==> src/rtl/coin_scheduler.sv <==
`default_nettype none
// ============================================================================
// Module   : coin_scheduler
// Purpose  : Turns debounced coin levels into queued coin events. Issues them
//            to the vending FSM one at a time, as gapped single-cycle pulses.
// Revision : 1.0 - initial release
// ============================================================================
module coin_scheduler #(
    parameter int PEND_W     = 3,
    parameter int GAP_CYCLES = 2
) (
    input  logic CLK,
    input  logic RST,
    input  logic Enable,
    input  logic OneDollarIn,
    input  logic FiftyCentsIn,
    input  logic TenCentsIn,
    input  logic FiveCentsIn,
    input  logic Deliver,
    output logic OneDollar,
    output logic FiftyCents,
    output logic TenCents,
    output logic FiveCents,
    output logic Busy,
    output logic Overflow
);

    localparam int GAP_W = (GAP_CYCLES > 1) ? $clog2(GAP_CYCLES) : 1;

    localparam logic [1:0]        c_stIdle  = 2'd0;
    localparam logic [1:0]        c_stIssue = 2'd1;
    localparam logic [1:0]        c_stGap   = 2'd2;
    localparam logic [GAP_W-1:0]  c_gapLoad = GAP_W'(GAP_CYCLES - 1);
    localparam logic [PEND_W-1:0] c_pendMax = '1;

    logic [3:0]             w_coinIn;
    logic [3:0]             w_event;
    logic [3:0]             w_pendNz;
    logic [3:0]             w_issue;
    logic [3:0]             w_sat;
    logic                   w_grant;
    logic                   w_found;
    logic [1:0]             w_winner;
    logic [1:0]             w_idx;

    logic [3:0]             r_inD;
    logic [3:0][PEND_W-1:0] r_pend;
    logic [1:0]             r_ptr;
    logic [1:0]             r_winner;
    logic [1:0]             r_state;
    logic [GAP_W-1:0]       r_gapCnt;
    logic [3:0]             r_coinOut;
    logic                   r_overflow;

    assign w_coinIn = {FiveCentsIn, TenCentsIn, FiftyCentsIn, OneDollarIn};
    assign w_event  = w_coinIn & ~r_inD & {4{Enable}};

    for (genvar gi = 0; gi < 4; gi++) begin : g_req
        assign w_pendNz[gi] = |r_pend[gi];
        assign w_issue[gi]  = (r_state == c_stIssue) && (r_winner == 2'(gi));
        // A same-edge issue frees a slot, so a full counter only saturates without one.
        assign w_sat[gi]    = w_event[gi] && !w_issue[gi] && (r_pend[gi] == c_pendMax);
    end

    assign w_grant = (r_state == c_stIdle) && Enable && !Deliver && (|w_pendNz);

    always_comb begin
        w_found  = 1'b0;
        w_winner = r_ptr;
        w_idx    = '0;
        for (int k = 0; k < 4; k++) begin
            w_idx = r_ptr + 2'(k);
            if (!w_found && w_pendNz[w_idx]) begin
                w_found  = 1'b1;
                w_winner = w_idx;
            end
        end
    end

    always_ff @(posedge CLK) begin
        if (RST) begin
            r_inD  <= '0;
            r_pend <= '0;
        end else begin
            r_inD <= w_coinIn;
            for (int k = 0; k < 4; k++) begin
                if (w_event[k] && !w_issue[k]) begin
                    if (r_pend[k] != c_pendMax) begin
                        r_pend[k] <= r_pend[k] + 1'b1;
                    end
                end else if (!w_event[k] && w_issue[k]) begin
                    r_pend[k] <= r_pend[k] - 1'b1;
                end
            end
        end
    end

    always_ff @(posedge CLK) begin
        if (RST) begin
            r_state   <= c_stIdle;
            r_ptr     <= '0;
            r_winner  <= '0;
            r_gapCnt  <= '0;
            r_coinOut <= '0;
        end else begin
            r_coinOut <= '0;
            case (r_state)
                c_stIdle: begin
                    if (w_grant) begin
                        r_state   <= c_stIssue;
                        r_winner  <= w_winner;
                        r_ptr     <= w_winner + 2'd1;
                        r_coinOut <= 4'b0001 << w_winner;
                    end
                end
                c_stIssue: begin
                    r_state  <= c_stGap;
                    r_gapCnt <= c_gapLoad;
                end
                c_stGap: begin
                    if (r_gapCnt == '0) begin
                        r_state <= c_stIdle;
                    end else begin
                        r_gapCnt <= r_gapCnt - 1'b1;
                    end
                end
                default: begin
                    r_state <= c_stIdle;
                end
            endcase
        end
    end

    always_ff @(posedge CLK) begin
        if (RST) begin
            r_overflow <= 1'b0;
        end else if (|w_sat) begin
            r_overflow <= 1'b1;
        end
    end

    assign OneDollar  = r_coinOut[0];
    assign FiftyCents = r_coinOut[1];
    assign TenCents   = r_coinOut[2];
    assign FiveCents  = r_coinOut[3];
    assign Busy       = (|w_pendNz) || (r_state != c_stIdle);
    assign Overflow   = r_overflow;

endmodule
`default_nettype wire

==> config.mk <==
export PLATFORM = sky130hd
export DESIGN_NAME = coin_scheduler
export DESIGN_NICKNAME = d
export VERILOG_FILES = /design/src/rtl/coin_scheduler.sv
export SDC_FILE = /design/constraint.sdc
export NUM_CORES = 1
export LEC_CHECK = 0
export CAP_MARGIN = 0
export CELL_PAD_IN_SITES_DETAIL_PLACEMENT = 1
export CELL_PAD_IN_SITES_GLOBAL_PLACEMENT = 1
export CORE_UTILIZATION = 32
export DETAILED_ROUTE_END_ITERATION = 12
export PLACE_DENSITY_LB_ADDON = 0.12
export SYNTH_ARGS = -nofsm -noshare
export SYNTH_HDL_FRONTEND = slang
export SYNTH_SLANG_ARGS = --single-unit
==> constraint.sdc <==
create_clock -name CLK -period 5.2 [get_ports CLK]
set_input_delay 1.04 -clock CLK [delete_from_list [all_inputs] [get_ports CLK]]
set_output_delay 1.04 -clock CLK [all_outputs]
set_load 0.005 [all_outputs]
# Word level (Yosys, flattened, before mapping)
# Index checks and enable logic that the tools add are counted.
# totals
register_bits,28
elab_cells,140
# op_classes
n_reduce_logical,56
addsub,13
mux,31
shifts,1
eq_ne,19
bitwise_logic,5
n_lt_le_gt_ge,4
# op_table
op,count
2-to-1 mux 3 bit,12
logical AND 1 bit,22
OR reduction 3 bit,5
"adder 3 x 1 -> 3 bit, second input constant",4
"== test 3 bit, second input constant",4
logical NOT 1 bit,12
"less-than comparator 2 x 3 -> 1 bit, second input constant",4
"!= test 3 bit, second input constant",4
AND reduction 2 bit,6
nonzero test 2 bit,6
OR reduction 12 bit,1
"subtractor 3 x 1 -> 3 bit, second input constant",4
2-to-1 mux 2 bit,5
bitwise AND 4 bit,2
binary-select mux 1 bit (select 2 bit),4
2-to-1 mux 1 bit,8
"!= test 2 x 1 -> 1 bit, second input constant",4
"== test 2 bit, second input constant",3
one-hot mux 2 bit (3 select lines),1
"adder 2 x 1 -> 2 bit, second input constant",2
"adder 2 bit, second input constant",2
"== test 2 x 1 -> 1 bit, second input constant",2
logical NOT 2 bit,2
"!= test 2 bit, second input constant",2
other kinds (7),8

# Logic depth before layout (Yosys ltp)
# Gate-level depths: netlist of run 1.
# depth
depth_word,14
mapped_depth,9

# Worst setup path before layout of run 1
# OpenSTA, ideal clock, no wires.
# synth_path
path_type,in2reg
start,in Enable
end,reg r_pend[8] (netlist bit)
path_slack_ps,2649
required_ps,5130
path_buffers,1
path_stages,7
t_arrival_ps,2481
setup_time_ps,70
cell_sequence,nand2_1 -> or3b_1 -> buf_2 -> fa_1 -> xnor2_1 -> or3_1 -> a21oi_1
# synth_between
elab_chain_cells,5
elab_cells_between_ends,8
cone_classes,eq/ne: 1; mux: 1; bitwise: 1; reduce/logical: 5
# synth_lines
element,line,rtl
start: declaration,14,"input logic Enable,"
bitwise AND 4 bit (*),56,assign w_event = w_coinIn & ~r_inD & {4{Enable}};
logical NOT 1 bit,91,end else if (!w_event[k] && w_issue[k]) begin
logical AND 1 bit,91,
nonzero test 2 bit (no line),n/a,
AND reduction 2 bit (no line),n/a,
end signal: indexed assignment,89,r_pend[k] <= r_pend[k] + 1'b1;
end signal: indexed assignment,92,r_pend[k] <= r_pend[k] - 1'b1;
end: declaration,47,logic [3:0][PEND_W-1:0] r_pend;
# Every way passes the cells marked *; elsewhere a longest branch is shown, timed or not.
# A chain may end at the register's enable or synchronous reset.

# Worst setup path in the final report of run 1
# layout_path
start,reg r_pend[6] (netlist bit)
end,out Busy
# layout_between
elab_chain_cells,2
# layout_lines
element,line,rtl
OR reduction 12 bit,146,assign Busy = (|w_pendNz) || (r_state != c_stIdle);
logical OR 1 bit,146,
end: declaration,24,"output logic Busy,"
# No other way between the ends.

==> results.txt, run 1 <==
The flow ran to the end, and the final reports show no timing, DRC or antenna violations. For this run, the register share of the synthesized area comes to 37.6%. The tools report the number of max-slew violations in the final report as 0. The number of buffers inserted to repair setup after CTS was 0; the via count of the first global-routing pass was 1,330. The compound-cell area share of the yosys netlist is 17.6%.

The achievable clock frequency is 312 MHz. In the synthesized netlist, mux cells make up 2.69% of the area. For the placed cell count, the log shows 229.

The level count of the clock H-tree was 1. 14 I/O pins were placed. Relative to the synthesized area, the layout overhead comes to 16.8%. Yosys mapped the design onto 42 distinct sky130hd cell types.

The run gives 233 as the final instance count without filler cells. The highest fanout seen on the critical path is 4. Setup repair after global routing left no endpoint under its margin.

The floorplan step set the die width to 70.2 um. For the number of warnings issued by yosys, the log shows 0. The logs give 0 for the max-cap check violation count and 4410 um2 for the area of the core region.

Counting flops and latches in the post-synthesis netlist gives 28. For this run, design rule violations remaining after detail routing come to 0. The number of sinks handled by clock tree synthesis is 28, and the post-synthesis share of cell area spent on full adders, half adders and majority gates is 8.74%.

The synthesized instance count was 168. The number of antenna repair diodes was 0; the total setup violations reported at the end of the flow was 0. The tools report the initial antenna violation count as 0. The fraction of layout instances using a drive strength above 1 was 4.97%; the final estimated routing congestion in global placement was 0.750.

For this run, the total global-route usage over all layers was measured as 15.6%. Worst supply voltage drop on vdd: 0.143 mV. The synthesized netlist devotes 26.2% of its cell area to simple gates.

In this run, post-CTS hold repair placed 0 buffers. Broken down by cell family, the worst path's largest delay share belongs to simple AND/OR/NAND/NOR gates. Count of final hold-check violations: 0. The share of synthesized registers carrying an async set or reset is 0%.

After floorplanning, the core was divided into 24 placement rows. The count of nets left with antenna violations once routing finished came out at 0. No sink is reached through more buffers than the 2 on the longest clock path. In the routed layout, each cell is associated on average with a via count of 5.36. The post-placement worst setup slack is 1.92 ns. For this block, the routed nets add up to 3450 um of wire.

The clock tree root driver cell was sky130_fd_sc_hd__clkbuf_8. The final layout contains 198 nets. Walking the worst path, the cells encountered are or3_1, nor4_2, nand2_1, clkdlybuf4s50_1. By area, the combinational part of the netlist is dominated by simple AND/OR/NAND/NOR gates.

The final clock period utilization by the worst path is 61.7%. For the power after layout, the log shows 0.761 mW. Data on the critical path is required at its endpoint by 4.16 ns. The number of nets produced by synthesis is 184.

The fraction of synthesized cell area in xor and xnor cells works out to 4.71%. Path type of the worst setup path: reg2out. The final hold slack is 0.504 ns. In the post-synthesis netlist, the biggest area contributors are sky130_fd_sc_hd__dfxtp_1 38%, sky130_fd_sc_hd__fa_1 5.4%, sky130_fd_sc_hd__xnor2_1 4.7%, sky130_fd_sc_hd__or3_1 4.2%, sky130_fd_sc_hd__nor2_1 3.8%. The routed length per placed instance is 14.8 um.

The clock input transition at the sequential cells of the worst setup and hold paths works out to 0.10 ns. Buffers inserted during clock tree synthesis total 3. For this run, the detailed router's first-pass iteration total came to 4. In this run the biggest area consumer among cell types represents 37.6% of the synthesized area.

The critical path launch point type was a flop. The count of buffers added on input and output ports is 13. For this run, the leading register cell type out of synthesis is sky130_fd_sc_hd__dfxtp_1.

For the cell area after synthesis, the log shows 1490 um2. The initial utilization of the core area, before any placement, comes to 33.7%. Summed over all failing endpoints, the final setup total negative slack is 0 ns. The number of buffers and inverters on the critical path is 1. The post-cts resize count is 0. The first global-routing pass estimated 6110 um of wire.

TritonCTS built the clock tree. In this run the tightest slew margin relative to its limit is 35.7%. The setup skew after layout is 0.00239 ns, and the mean instance size in the synthesized netlist is 8.86 um2. sky130_fd_sc_hd__dfxtp_1 takes more of the synthesized area than any other cell. Counting flops with a built-in enable in the synthesized netlist gives 0. The worst path setup slack after routing was 1.99 ns. The area enclosed by the die boundary is 4930 um2, and the worst endpoint data arrival time is 2.17 ns.

The half-perimeter wire length after detailed placement was 2630 um. The logs give 0 for the residual overflow from global routing and 55 for the detailed router's first-iteration violation count. Power spread over the standard cell area amounts to 437 nW/um2. In this run the vertical extent of the chip is 70.2 um.

The slowest cell on the critical path was sky130_fd_sc_hd__or3_1. The clock period could shrink to 3.21 ns. The tools report the static leakage power as 0.629 nW. The worst setup path is captured at a primary output.

For the pin with the worst max-slew slack, the measured transition is 0.961 ns. Clock latency on the worst-skew pair, taken at its later pin, is 0.28 ns. For the total via count after detailed routing, the log shows 1,248. The largest net degree at the start of global routing came out at 27.

The largest single stage delay on the critical path is 0.49 ns. The class of the tightest hold or removal check was reg2reg.
[stage by stage]
step	util, %	area, um2
2_1_floorplan	-	1490
3_3_place_gp	37.8	1670
3_5_place_dp	37.8	1670
4_1_cts	39.4	1740
5_1_grt	39.4	1740
6_report	39.4	1740
[cell families after synthesis]
family,Yosys count
simple gates,69
compound gates,42
flops,28
buf+inv,9
xor+xnor,8
fa+ha+maj,8
mux,4
[layout by cell type (no fill, tap or decap), drive strengths merged, types with 5 or more instances in the layout]
master         Yosys  final
a21oi             10     10
nor2              15     15
clkdlybuf4s50      0     13
o21ai             12     12
dfxtp             28     28
inv                5      5
xnor2              8      8
or3               10     10
nand3b             5      5
nand2              8      8
[power by group]
group | total [mW] | internal, mW | switching (mW)
clock | 0.177 | 0.103 | 0.0736
sequential | 0.292 | 0.251 | 0.0411
combinational | 0.292 | 0.132 | 0.160
total | 0.761 | 0.486 | 0.274
[registers in the layout, indices dropped and copies added (netlist names)]
signal	flops
r_state	2
r_coinOut	4
r_gapCnt	1
r_pend	12
r_ptr	2
Overflow	1
r_inD	4
r_winner	2
[cells in the mapped netlist (2+ instances only)]
master,n
sky130_fd_sc_hd__a22oi_1,2
sky130_fd_sc_hd__nor2_1,15
sky130_fd_sc_hd__nand2_1,8
sky130_fd_sc_hd__and2_1,3
sky130_fd_sc_hd__xnor2_1,8
sky130_fd_sc_hd__a31o_2,2
sky130_fd_sc_hd__clkbuf_1,3
sky130_fd_sc_hd__nand4_1,2
sky130_fd_sc_hd__o21a_1,4
sky130_fd_sc_hd__ha_1,4
sky130_fd_sc_hd__or3b_2,2
sky130_fd_sc_hd__mux2i_1,4
sky130_fd_sc_hd__dfxtp_1,28
sky130_fd_sc_hd__nand3b_1,5
sky130_fd_sc_hd__a21oi_1,10
sky130_fd_sc_hd__nand3_1,2
sky130_fd_sc_hd__and3_1,4
sky130_fd_sc_hd__o21ai_0,11
sky130_fd_sc_hd__a31oi_1,2
sky130_fd_sc_hd__inv_1,5
sky130_fd_sc_hd__or3_1,10
sky130_fd_sc_hd__o21bai_1,2
sky130_fd_sc_hd__nor3_1,4
sky130_fd_sc_hd__fa_1,4
sky130_fd_sc_hd__nor2b_1,4
sky130_fd_sc_hd__nand2b_1,4
[path summary, 6_finish.rpt]
check             cells after the start  slack, ns               startpoint                      to
hold / removal                        2       0.50    r_gapCnt$_SDFFE_PP0P_   r_gapCnt$_SDFFE_PP0P_
setup / recovery                      4       1.99   r_pend[6]$_SDFFE_PP0P_                    Busy
setup reg to reg                      8       2.76  r_state[1]$_SDFFE_PP0P_  r_pend[8]$_SDFFE_PP0P_
hold reg to reg                       2       0.50    r_gapCnt$_SDFFE_PP0P_   r_gapCnt$_SDFFE_PP0P_
[tightest hold or removal path, cell delays in order (launching register included)]
cell,delay (ns)
sky130_fd_sc_hd__dfxtp_1,0.32
sky130_fd_sc_hd__nor2_1,0.10
sky130_fd_sc_hd__a211oi_1,0.05
[per-layer routing]
| layer | track usage, % | vias up | part of all wire [%] |
|---|---|---|---|
| met5 | 0 | - | 0 |
| met4 | 6.22 | 0 | 2.2 |
| met3 | 2.16 | 7 | 1.4 |
| met2 | 26.0 | 14 | 47 |
| met1 | 20.3 | 604 | 49 |
| li1 | - | 623 | - |
[final cells by class]
| cell class | instances | area (um2) |
|---|---|---|
| flip-flops and latches | 28 | 561 |
| repair buffers | 13 | 130 |
| multi-input cells | 131 | 893 |
| fillers | 500 | 2680 |
| inverters | 5 | 18.8 |
| clock inverters | 1 | 30.0 |
| well taps | 52 | 65.1 |
| clock buffers | 3 | 41.3 |
Power figures use the tool's default switching activity.
==> run 2: changes to the inputs <==
- clock period: 5.2 -> 2.6 ns (I/O delays scaled with it)
==> run 2 against run 1 <==
Flip-flop and latch count is the same; hold slack worse by 0.0049 ns; wire length shrank 1.1%; critical path depth unchanged; critical endpoint unchanged; highest routed layer unchanged; final area rose by 2.7%.
==> results.txt, run 2 (same netlist as run 1, synthesis figures left out) <==
The startpoint identified for the worst register-to-register timing path is r_state[1]$_SDFFE_PP0P_. The worst path meets setup with 0.0754 ns of slack. The chip width was 70.2 um; the number of sinks handled by clock tree synthesis was 28. Entering global routing, the biggest net connects 22 pins. The final estimated routing congestion in global placement was 0.770; the required arrival time at the worst endpoint was 2.08 ns. After clock tree synthesis, the clock-pin slew on the worst setup and hold paths is 0.10 ns. The flow ran to the end, and the final reports show no timing, DRC or antenna violations. The largest single stage delay on the critical path is 0.45 ns.

The number of cells traversed by the worst register-to-register path was 8; the per-cell via count in the routed design was 5.31. The logs give 0 for the number of max-slew violations in the final report and 203 for the number of nets in the layout. The critical path goes through or3_1, nor4_4, nand2_1, clkdlybuf4s50_1.

The critical path launch point type is a flop. STA classifies the critical path endpoint as a primary output. The buffer levels on the longest clock path is 2, and the initial antenna violation count is 0. For the final design area excluding fillers, the log shows 1790 um2. The worst setup slack for register-to-register paths is 0.28 ns, and the die extent in y is 70.2 um. In the layout the commonest cells are 28 x sky130_fd_sc_hd__dfxtp_1, 15 x sky130_fd_sc_hd__nor2_1, 13 x sky130_fd_sc_hd__clkdlybuf4s50_1. Setup violations remaining at the end of the flow were counted as 0. The worst setup path is of the reg2out kind. At the pin with the least slew margin, the transition time is 0.502 ns. Dividing total power by cell area gives a power density of 862 nW/um2. Based on the critical path, the design can be clocked at up to 396 MHz.

The post-placement worst setup slack is 0.0107 ns. For the sum of negative setup slack, the log shows 0 ns. Measured against its own limit, the worst slew margin works out to 66.2%. The number of antenna diodes in the final layout is 0. The worst hold path terminates at r_gapCnt$_SDFFE_PP0P_. For the level count of the clock H-tree, the log shows 1. Once detail routing completed, the nets flagged for antenna violations numbered 0. The worst hold path cell count is 2, and the minimum clock period after layout is 2.52 ns. Leaving out fill and tap cells, the most frequent cell in the layout is sky130_fd_sc_hd__dfxtp_1.

The residual overflow from global routing came out at 0. On the critical path, the stage with the largest delay is an instance of sky130_fd_sc_hd__clkdlybuf4s50_1. The final clock period utilization by the worst path was 97.1%.

The initial utilization of the core area, before any placement, comes to 33.7%. In this run the standard cell core region covers 4410 um2. The largest registers in the layout are r_pend x12, r_coinOut x4, r_inD x4. The tools report the clock tree root driver cell as sky130_fd_sc_hd__clkbuf_8. Highest fanout seen on the critical path: 7.

Across the run, the number of max-cap violations was 0. After detailed routing, the number of remaining DRC violations is 0. Ranked by flip-flop count, first place goes to r_pend.

The tools report the number of optimization iterations in the first detailed-route pass as 2. The floorplan has 24 rows. The tools report the area of placed instances as 1710 um2.

Number of buffers and inverters on the critical path: 1. The insertion delay of the later-clocked pin in the worst-skew pair is 0.27 ns, and the overall routed net length is 3410 um. TritonCTS built the clock tree. The start point of the worst hold path was r_gapCnt$_SDFFE_PP0P_. For this block, the via count after detailed routing is 1,263. The destination of the worst register-to-register timing path is r_pend[8]$_SDFFE_PP0P_. The min-delay analysis places its worst path in the category reg2reg.

After the first detailed-routing iteration, the DRC count stood at 17. In the final layout, the share of cells above drive strength 1 is 7.53%. Setup repair after global routing left no endpoint under its margin. The synthesis-to-finish area growth was 19.9%.

Detailed placement ended at an HPWL of 2660 um. The quantity of I/O buffers inserted on ports was 13; the total routing usage reported by global routing was 14.7%. In this run, CTS created clock tree buffers numbering 3.

At the worst endpoint, the arrival time is 2.00 ns. The number of buffers inserted to repair setup after CTS came out at 0. The count of final hold-check violations was 0. The routed length per placed instance was 14.3 um.

For this run, the share of the core covered by cells in the final layout is 40.4%. The first-pass GRT wire length was 5800 um. IR analysis of the VDD net gives a maximum drop of 0.320 mV. The logs give 0.00232 ns for the setup skew after layout and 14 for the I/O pin count. The static leakage power is 0.654 nW, and the area enclosed by the die boundary is 4930 um2. The largest delay contributor family on the critical path was simple AND/OR/NAND/NOR gates.

The run gives 1,288 as the via count of the first global-routing pass. The register with the most flip-flops in the layout has 12 of them.
-- run 2: changes by cell type in the layout (fill, tap and decap cells not counted) --
cell	before	now
sky130_fd_sc_hd__buf_4	0	5
sky130_fd_sc_hd__nor4_2	1	0
sky130_fd_sc_hd__nor4_4	0	1
-- run 2: cell type report --
type,count,area [um2]
Timing Repair Buffer,18,168
Inverter,5,18.8
Sequential cell,28,561
Clock buffer,3,41.3
Fill cell,526,2630
Multi-Input combinational cell,131,902
Clock inverter,1,30.0
Tap cell,52,65.1
-- run 2: worst max path at each step --
stage                                  from  cells after the start  slack (ns)                     end
CTS                  r_pend[6]$_SDFFE_PP0P_                      4      0.0003                    Busy
global route         r_pend[6]$_SDFFE_PP0P_                      4       0.002                    Busy
detailed placement                   Enable                      7        0.01  r_pend[8]$_SDFFE_PP0P_
finish               r_pend[9]$_SDFFE_PP0P_                      4        0.08                    Busy
global placement                     Enable                      7        0.08  r_pend[8]$_SDFFE_PP0P_
floorplan           r_state[1]$_SDFFE_PP0P_                      9        0.43  r_pend[8]$_SDFFE_PP0P_
-- run 2: worst reg2reg max path, stage by stage, from the launching register on --
cell                       delay [ns]
sky130_fd_sc_hd__dfxtp_1         0.37
sky130_fd_sc_hd__inv_1           0.09
sky130_fd_sc_hd__ha_1            0.26
sky130_fd_sc_hd__nand3b_1        0.14
sky130_fd_sc_hd__or3b_1          0.39
sky130_fd_sc_hd__fa_1            0.40
sky130_fd_sc_hd__xnor2_1         0.15
sky130_fd_sc_hd__or3_1           0.31
sky130_fd_sc_hd__a21oi_1         0.14
-- run 2: through the flow --
step,std cells,total power [mW],hold slack (ns)
3_3_place_gp,234,1.15,0.477
6_report,238,1.54,0.499
4_1_cts,238,1.55,0.501
3_5_place_dp,234,1.19,0.490
2_1_floorplan,168,1.01,0.461
5_1_grt,238,1.67,0.524
-- run 2: where the power goes --
part           leakage [nW]  switching, mW  internal [mW]  total (mW)
registers             0.229         0.0811          0.502       0.583
logic                 0.389          0.325          0.283       0.607
clock network        0.0357          0.142          0.206       0.348
-- run 2: repair_timing --
| item | 4_1_cts | 5_1_grt |
|---|---|---|
| gates resized for setup | 0 | 1 |
| setup endpoints to repair | 0 | 1 |
| hold buffers | 0 | 0 |
-- run 2: metal layers --
metal  track usage, %  vias to the layer above  part of all wire, %
li1                 -                      640                    -
met1             19.0                      614                   49
met2             25.5                        7                   49
met3             1.73                        2                  1.4
met4             4.67                        0                 0.56
met5                0                        -                    0
